## src/rtl/memory_home_access_ctrl.sv

```systemverilog
// Home-node directory controller: reads one line's state+data, applies the coherence
// transition, writes back the new state/data, then answers the requester.
module memory_home_access_ctrl #(
  parameter int DATA_W = 128,
  parameter int ST_W   = 6,
  parameter int IDX_W  = 7
) (
  input  logic              clk,
  input  logic              rst_n,
  input  logic              req_valid,
  output logic              req_ready,
  input  logic [1:0]        req_type,
  input  logic [1:0]        req_src,
  input  logic [31:0]       req_addr,
  input  logic [DATA_W-1:0] req_data,
  output logic              rsp_valid,
  input  logic              rsp_ready,
  output logic [2:0]        rsp_code,
  output logic [ST_W-1:0]   rsp_state,
  output logic [DATA_W-1:0] rsp_data,
  output logic              state_re_out,
  output logic              data_re_out,
  output logic              state_we_out,
  output logic              data_we_out,
  output logic [31:0]       addr_out,
  output logic [ST_W-1:0]   state_wr_out,
  output logic [DATA_W-1:0] data_wr_out,
  input  logic [ST_W-1:0]   state_rd_in,
  input  logic [DATA_W-1:0] data_rd_in
);

  localparam logic [2:0] S_IDLE  = 3'd0;
  localparam logic [2:0] S_READ  = 3'd1;
  localparam logic [2:0] S_EVAL  = 3'd2;
  localparam logic [2:0] S_WRITE = 3'd3;
  localparam logic [2:0] S_RESP  = 3'd4;

  localparam logic [1:0] T_RD_SH = 2'b00;
  localparam logic [1:0] T_RD_EX = 2'b01;
  localparam logic [1:0] T_WB    = 2'b10;
  localparam logic [1:0] T_CLR   = 2'b11;

  localparam logic [1:0] CLS_R  = 2'b00;
  localparam logic [1:0] CLS_W  = 2'b01;
  localparam logic [1:0] CLS_TR = 2'b10;
  localparam logic [1:0] CLS_TW = 2'b11;

  localparam logic [2:0] RSP_OK   = 3'b000;
  localparam logic [2:0] RSP_INV  = 3'b001;
  localparam logic [2:0] RSP_FWD  = 3'b010;
  localparam logic [2:0] RSP_NACK = 3'b011;
  localparam logic [2:0] RSP_ERR  = 3'b100;

  logic [2:0]      fsm;
  logic [1:0]      lat_type;
  logic [1:0]      lat_src;
  logic            state_we_q;
  logic            data_we_q;

  logic [1:0]      cls;
  logic [3:0]      dir;
  logic [1:0]      owner;
  logic [3:0]      src_bit;
  logic [3:0]      owner_bit;
  logic [ST_W-1:0] ev_state;
  logic [2:0]      ev_code;
  logic            ev_swe;
  logic            ev_dwe;

  assign cls       = state_rd_in[5:4];
  assign dir       = state_rd_in[3:0];
  assign owner     = state_rd_in[1:0];
  assign src_bit   = 4'b0001 << lat_src;
  assign owner_bit = 4'b0001 << owner;

  // Directory transition, evaluated on the RAM read data during EVAL.
  always_comb begin
    ev_state = state_rd_in;
    ev_code  = RSP_ERR;
    ev_swe   = 1'b0;
    ev_dwe   = 1'b0;
    case (cls)
      CLS_R: begin
        if (lat_type == T_RD_SH) begin
          ev_state = {CLS_R, dir | src_bit};
          ev_code  = RSP_OK;
          ev_swe   = 1'b1;
        end else if (lat_type == T_RD_EX) begin
          ev_swe = 1'b1;
          if ((dir & ~src_bit) == 4'b0000) begin
            ev_state = {CLS_W, 2'b00, lat_src};
            ev_code  = RSP_OK;
          end else begin
            ev_state = {CLS_TW, 2'b00, lat_src};
            ev_code  = RSP_INV;
          end
        end
      end
      CLS_W: begin
        if (lat_type == T_RD_SH) begin
          ev_state = {CLS_TR, owner_bit | src_bit};
          ev_code  = RSP_FWD;
          ev_swe   = 1'b1;
        end else if (lat_type == T_RD_EX) begin
          ev_state = {CLS_TW, 2'b00, lat_src};
          ev_code  = RSP_FWD;
          ev_swe   = 1'b1;
        end else if (lat_type == T_WB && owner == lat_src) begin
          ev_state = {CLS_R, 4'b0000};
          ev_code  = RSP_OK;
          ev_swe   = 1'b1;
          ev_dwe   = 1'b1;
        end
      end
      CLS_TR: begin
        if (lat_type == T_RD_SH || lat_type == T_RD_EX) begin
          ev_code = RSP_NACK;
        end else if (lat_type == T_WB) begin
          ev_state = {CLS_R, dir};
          ev_code  = RSP_OK;
          ev_swe   = 1'b1;
          ev_dwe   = 1'b1;
        end
      end
      default: begin
        if (lat_type == T_RD_SH || lat_type == T_RD_EX) begin
          ev_code = RSP_NACK;
        end else begin
          // WB and CLR both retire the pending exclusive grant; only WB carries data.
          ev_state = {CLS_W, 2'b00, owner};
          ev_code  = RSP_OK;
          ev_swe   = 1'b1;
          ev_dwe   = (lat_type == T_WB);
        end
      end
    endcase
  end

  always_ff @(posedge clk or negedge rst_n) begin
    if (!rst_n) begin
      fsm          <= S_IDLE;
      lat_type     <= 2'b00;
      lat_src      <= 2'b00;
      addr_out     <= 32'h0;
      data_wr_out  <= '0;
      rsp_code     <= 3'b000;
      rsp_state    <= '0;
      rsp_data     <= '0;
      state_wr_out <= '0;
      state_we_q   <= 1'b0;
      data_we_q    <= 1'b0;
    end else begin
      case (fsm)
        S_IDLE: begin
          if (req_valid) begin
            lat_type    <= req_type;
            lat_src     <= req_src;
            addr_out    <= {req_addr[31:IDX_W+4], req_addr[IDX_W+3:4], req_addr[3:0]};
            data_wr_out <= req_data;
            fsm         <= S_READ;
          end
        end
        S_READ: fsm <= S_EVAL;
        S_EVAL: begin
          rsp_state    <= state_rd_in;
          rsp_data     <= data_rd_in;
          rsp_code     <= ev_code;
          state_wr_out <= ev_state;
          state_we_q   <= ev_swe;
          data_we_q    <= ev_dwe;
          fsm          <= S_WRITE;
        end
        S_WRITE: fsm <= S_RESP;
        S_RESP: begin
          if (rsp_ready) begin
            fsm <= S_IDLE;
          end
        end
        default: fsm <= S_IDLE;
      endcase
    end
  end

  // Strobes are decoded from the FSM so an async reset kills them immediately.
  assign req_ready    = (fsm == S_IDLE);
  assign rsp_valid    = (fsm == S_RESP);
  assign state_re_out = (fsm == S_READ);
  assign data_re_out  = (fsm == S_READ);
  assign state_we_out = (fsm == S_WRITE) && state_we_q;
  assign data_we_out  = (fsm == S_WRITE) && data_we_q;

endmodule

```

## config.mk

```make
export PLATFORM = sky130hd
export DESIGN_NAME = memory_home_access_ctrl
export DESIGN_NICKNAME = d
export VERILOG_FILES = /design/src/rtl/memory_home_access_ctrl.sv
export SDC_FILE = /design/constraint.sdc
export NUM_CORES = 1
export LEC_CHECK = 0
export BUFFER_PORTS_ARGS = -buffer_cell sky130_fd_sc_hd__buf_4
export CAP_MARGIN = 10
export CORE_AREA = 4 4 236 238
export CTS_BUF_LIST = sky130_fd_sc_hd__clkbuf_4 sky130_fd_sc_hd__clkbuf_8
export DETAILED_ROUTE_END_ITERATION = 7
export DIE_AREA = 0 0 240 242
export PLACE_DENSITY = 0.48
export REMOVE_ABC_BUFFERS = 1
export SYNTH_ARGS = -nofsm -noshare
export SYNTH_HDL_FRONTEND = slang
export SYNTH_SLANG_ARGS = --single-unit
```

## constraint.sdc

```tcl
create_clock -name clk -period 5 [get_ports clk]
set_input_delay 0.75 -clock clk [delete_from_list [all_inputs] [get_ports clk]]
set_output_delay 0.75 -clock clk [all_outputs]
set_load 0.005 [all_outputs]
```

; ---- After elaboration in Yosys (flattened, before gate mapping)
; Index checks and enable logic that the tools add are counted.
[totals]
ff_bits = 312
inputBits = 302
out_inout_bits = 309
elab_cells = 74
[op_classes]
eq_ne = 11
shifts = 2
mux = 36
bitwise = 4
reduce_logical = 10
[ops]
columns = op, n
row1 = $mux W6, 9
row2 = $mux W3, 9
row3 = $pmux W6 S3, 1
row4 = $pmux W3 S5, 1
row5 = $mux W1, 12
row6 = $pmux W3 S3, 1
row7 = $or A4 B4 Y4, 2
row8 = $shl A1 B2 Y4 const A, 2
row9 = $eq A3 B2 Y1 const B, 2
row10 = $pmux W1 S3, 2
row11 = $and A4 B4 Y4, 1
row12 = $eq A2 B1 Y1 const B, 2
row13 = $eq A2 B2 Y1 const B, 2
row14 = $logic_not A2 Y1, 2
row15 = $logic_not A4 Y1, 1
row16 = $not A4 Y4, 1
row17 = $reduce_and A2 Y1, 2
row18 = $eq A3 B1 Y1 const B, 1
row19 = $eq A3 B3 Y1 const B, 1
row20 = $logic_and A1 B1 Y1, 3
row21 = $logic_not A3 Y1, 1
row22 = $eq A2 B2 Y1, 1
row23 = $mux W2, 1
row24 = $ne A2 B1 Y1 const B, 1
row25 = other kinds (2), 2

; ---- Longest topological paths before layout
[depth]
word_depth = 8
mapped_depth = 7
depth_no_buf = 4

; ---- Worst setup path before layout
; OpenSTA, ideal clock, no wires.
[synth_timing]
path_kind = in2reg
start = input state_rd_in[1]
end = register state_wr_out[0]
setup_ps = 126
arrival_ps = 1670
required_ps = 4874
slack_ps = 3204
cell_stages = 4
path_buffers = 1
path_cell_list = clkbuf_1 -> o22ai_1 -> a211o_1 -> a221o_1
[synth_via]
elab_chain_len = 6
elab_cells_between_ends = 8
classes_between = eq/ne (1) / shift (1) / mux (4) / bitwise (1) / reduce/logical (1)
[synth_rtl]
columns = element, line
row1 = "start, declared", 28  ; input logic [ST_W-1:0] state_rd_in,
row2 = $eq A2 B2 Y1, 108  ; end else if (lat_type == T_WB && owner == lat_src) begin
row3 = $logic_and A1 B1 Y1, 108
row4 = $mux W6, 108
row5 = $mux W6, 104  ; end else if (lat_type == T_RD_EX) begin
row6 = $mux W6 *, 100  ; if (lat_type == T_RD_SH) begin
row7 = $pmux W6 S3 *, 82  ; case (cls)
row8 = "end signal, assigned", 168  ; state_wr_out <= ev_state;
row9 = "end, declared", 26  ; output logic [ST_W-1:0] state_wr_out,
; Every way passes the cells marked *; elsewhere a longest branch is shown, timed or not.
; A chain may end at the register's enable or synchronous reset.

; ---- Worst setup path in the final report
[layout_timing]
start = register fsm[1]
end = register data_wr_out[16]
[layout_via]
elab_chain_len = 2
[layout_rtl]
columns = element, line
row1 = "start, declared", 54  ; logic [2:0] fsm;
row2 = "start signal, assigned", 141  ; fsm <= S_IDLE;
row3 = "start signal, assigned", 160  ; fsm <= S_READ;
row4 = "start signal, assigned", 163  ; S_READ: fsm <= S_EVAL;
row5 = $logic_not A3 Y1, 153  ; case (fsm)
row6 = $reduce_and A2 Y1 (no source line), n/a
row7 = "end signal, assigned", 159  ; data_wr_out <= req_data;
row8 = "end, declared", 27  ; output logic [DATA_W-1:0] data_wr_out,
; No other way between the ends.

==> flow_metrics.tcl <==
set metrics [dict create \
    cp.arrival_ns 3.01 \
    clkTransAtPathRegs_ns 0.06 \
    rows 85 \
    start_kind "register" \
    cts_hold_repair.buffers 0 \
    timing_max_transition_violations_final 0 \
    ys_warns 0 \
    grt_first_pass_wirelength_um 68700 \
    vias 9995 \
    total_area_of_multi_input_combinational_cells_um2 4440 \
    ctsResizeCount 0 \
    timing_worst_setup_path_type "reg2reg" \
    drt_pre_antenna_iters 6 \
    maxSlewHeadroom 0.307 \
    coreArea_um2 53600 \
    class_of_the_tightest_hold_or_removal_check "in2async" \
    run_status "finished, final reports clean" \
    finalCoreUtilization 0.358 \
    initial_utilization 0.238 \
    tritoncts "done" \
    placement.cell_area_um2 17900 \
    post-dp-hpwl_um 34600 \
    synth_seq_area_share 0.611 \
    drc 0 \
    syn2layout_area_growth_pct 50.4 \
    synth_area_per_cell_um2 12.3 \
    ys_seq_elements 312 \
    synth-edff-count 0 \
    grtUsageTotal 0.153 \
    post-cts-setup-buffers 0 \
    layout.cell_area.non_filler_um2 19200 \
    clock_skew_ns 0.0142 \
    die_h_um 242 \
    critPathRequiredTime_ns 5.50 \
    fin_tns_setup_ns 0 \
    wl_final_um 46600 \
    irDropWorstVdd_v 0.000306 \
    final_nets 1965 \
    p_per_area_nw_per_um2 677 \
    tritoncts.num_buffers 60 \
    final_hold_viol_count 0 \
    max_freq_mhz 399 \
    synthDominantAreaCellType "sky130_fd_sc_hd__dfrtp_1" \
    clock_sinks 312 \
    avgViaCountPerCell 4.15 \
    synth.lib_cells_used.distinct 44 \
    number_of_port_buffers 610 \
    grt_antenna_before_repair 14 \
    total_leakage_power_nw 9.94 \
    overflow 0 \
    fp.dieArea_um2 58100 \
    detail_route.wl_per_cell_um 19.3 \
    worst_pin_slew_ns 1.04 \
    synth.cell_area_um2 12800 \
    synth_top_area_frac 0.611 \
    antenna_violating_nets_post_route 0 \
    ctsLongestPathBuffers 3 \
    final.min_clock_period_ns 2.51 \
    setup_slack_ns 2.49 \
    synthCells 1041 \
    maximum_number_of_pins_on_one_net_before_global_route_repair 100 \
    slowest_stage_cell_on_the_critical_path "sky130_fd_sc_hd__and2_4" \
    count_of_h_tree_levels_built_during_cts 2 \
    asyncSetResetFlopFracSynth 1.00 \
    insertion_delay_to_the_later_sink_of_the_worst_skew_pair_ns 0.62 \
    detailedRoute.firstIterationViolations 428 \
    maxCapViolations 0 \
    grt_pass1_vias 10655 \
    filler_cell_count 5405 \
    floorplan.io_pins 611 \
    timing.critical_path.to_type "register" \
    finalSetupViolCount 0 \
    layout-drive-gt1-share 0.523 \
    synthTopCellsByArea "sky130_fd_sc_hd__dfrtp_1, sky130_fd_sc_hd__mux2_4, sky130_fd_sc_hd__nand2_1" \
    critPathMaxStageDelay_ns 0.71 \
    yosys_most_used_dff "sky130_fd_sc_hd__dfrtp_1" \
    sequential_cell_area_um2 7810 \
    min_period_over_period 0.502 \
    post-place-ws_ns 2.38 \
    chipWidth_um 240 \
    cts_root_buf "sky130_fd_sc_hd__clkbuf_8" \
    hold_ws_ns 0.181 \
    gpl.final_weighted_congestion 0.811 \
    path_max_fanout 62 \
    grt_setup_unrepaired "no" \
    crit_chain "nor3_2, and2_4, buf_12, mux2_2" \
]
[cell type report]
type                       instances  share of cell area
clock buffer                      89              0.0595
sequential                       312               0.406
tap                              696              0.0453
multi-input combinational        660               0.231
clock inverter                    15             0.00951
timing repair buffer             620               0.245
antenna                            7            0.000912
inverter                           9             0.00176
[sequential cells by signal (all words and copies together) (netlist names)]
name / count
rsp_state: 6
state_we_q: 1
state_wr_out: 6
addr_out: 32
rsp_code: 3
data_wr_out: 128
fsm: 3
lat_src: 2
rsp_data: 128
data_we_q: 1
lat_type: 2
[routing by layer]
metal / vias up / routed length (um) / global-route usage
li1: 4637 / - / -
met1: 4833 / 17000 / 0.166
met2: 429 / 23100 / 0.261
met3: 86 / 5480 / 0.0741
met4: 10 / 1030 / 0.0526
met5: - / 53 / 0
[kinds of logic (layout without fill, tap and decap cells)]
group / count (synthesis) / after routing / share of synthesized area
and+or+nand+nor: 447 / 447 / 0.138
DFF: 312 / 312 / 0.611
muxes: 163 / 163 / 0.184
buffers and inverters: 69 / 733 / 0.0419
AOI/OAI and AO/OA: 48 / 48 / 0.0245
xor gates and xnor gates: 2 / 2 / 0.00137
other: 0 / 7 / 0
[critical path, delay by kind of cell, from the launching register on]
family	cells	cell delay [ns]
flops	1	0.45
buf+inv	1	0.42
simple gates	2	0.94
mux	1	0.40
[placed cells by master (no fill, tap or decap), types with 5 or more instances in the layout]
master / synthesis / final
sky130_fd_sc_hd__clkbuf_8: 0 / 76
sky130_fd_sc_hd__nand2b_1: 5 / 5
sky130_fd_sc_hd__nor3_1: 6 / 6
sky130_fd_sc_hd__mux2_2: 26 / 26
sky130_fd_sc_hd__dfrtp_1: 312 / 312
sky130_fd_sc_hd__clkbuf_4: 0 / 13
sky130_fd_sc_hd__inv_1: 9 / 9
sky130_fd_sc_hd__a21oi_1: 10 / 10
sky130_fd_sc_hd__o21ai_0: 14 / 14
sky130_fd_sc_hd__mux2_4: 136 / 136
sky130_fd_sc_hd__diode_2: 0 / 7
sky130_fd_sc_hd__nand2_1: 407 / 407
sky130_fd_sc_hd__nor2_1: 12 / 12
sky130_fd_sc_hd__buf_4: 3 / 615
sky130_fd_sc_hd__clkinv_2: 0 / 9
[power by group]
group | total, W | switching [W] | internal [W]
combinational | 0.00558 | 0.00238 | 0.00320
clock | 0.00279 | 0.00113 | 0.00166
sequential | 0.00463 | 0.000803 | 0.00382
[worst paths after layout]
check | from | to | slack (ns) | cells past startpoint
max reg2reg | fsm[1] | data_wr_out[16] | 2.49 | 4
min reg2reg | rsp_data[91] | rsp_data[91] | 0.47 | 2
min | rst_n | rsp_data[98] | 0.18 | 1
max | fsm[1] | data_wr_out[16] | 2.49 | 4
min in group clk | data_rd_in[6] | rsp_data[6] | 0.31 | 3
max in group asynchronous | rst_n | data_wr_out[60] | 3.76 | 2
[through the flow]
stage	cells	total power, W
5_1_grt	2407	0.0139
4_1_cts	2401	0.0133
3_3_place_gp	2297	0.0103
6_report	2408	0.0130
3_5_place_dp	2297	0.0103
2_1_floorplan	981	0.00761
[synthesized netlist by cell type (2+ instances only)]
| cell | instances |
|---|---|
| sky130_fd_sc_hd__buf_8 | 11 |
| sky130_fd_sc_hd__nand2_1 | 407 |
| sky130_fd_sc_hd__o211ai_1 | 4 |
| sky130_fd_sc_hd__nor3_1 | 6 |
| sky130_fd_sc_hd__clkbuf_1 | 13 |
| sky130_fd_sc_hd__o31ai_1 | 2 |
| sky130_fd_sc_hd__mux2_2 | 26 |
| sky130_fd_sc_hd__buf_4 | 3 |
| sky130_fd_sc_hd__and3_1 | 2 |
| sky130_fd_sc_hd__a31oi_1 | 4 |
| sky130_fd_sc_hd__inv_1 | 9 |
| sky130_fd_sc_hd__nand2b_1 | 5 |
| sky130_fd_sc_hd__dfrtp_1 | 312 |
| sky130_fd_sc_hd__nor2b_1 | 3 |
| sky130_fd_sc_hd__nor3b_1 | 2 |
| sky130_fd_sc_hd__o22ai_1 | 3 |
| sky130_fd_sc_hd__buf_2 | 17 |
| sky130_fd_sc_hd__nand3_1 | 2 |
| sky130_fd_sc_hd__nor2_1 | 12 |
| sky130_fd_sc_hd__xnor2_1 | 2 |
| sky130_fd_sc_hd__o21ai_0 | 14 |
| sky130_fd_sc_hd__buf_6 | 16 |
| sky130_fd_sc_hd__mux2_4 | 136 |
| sky130_fd_sc_hd__a21oi_1 | 10 |
(Power assumes the default switching activity.)
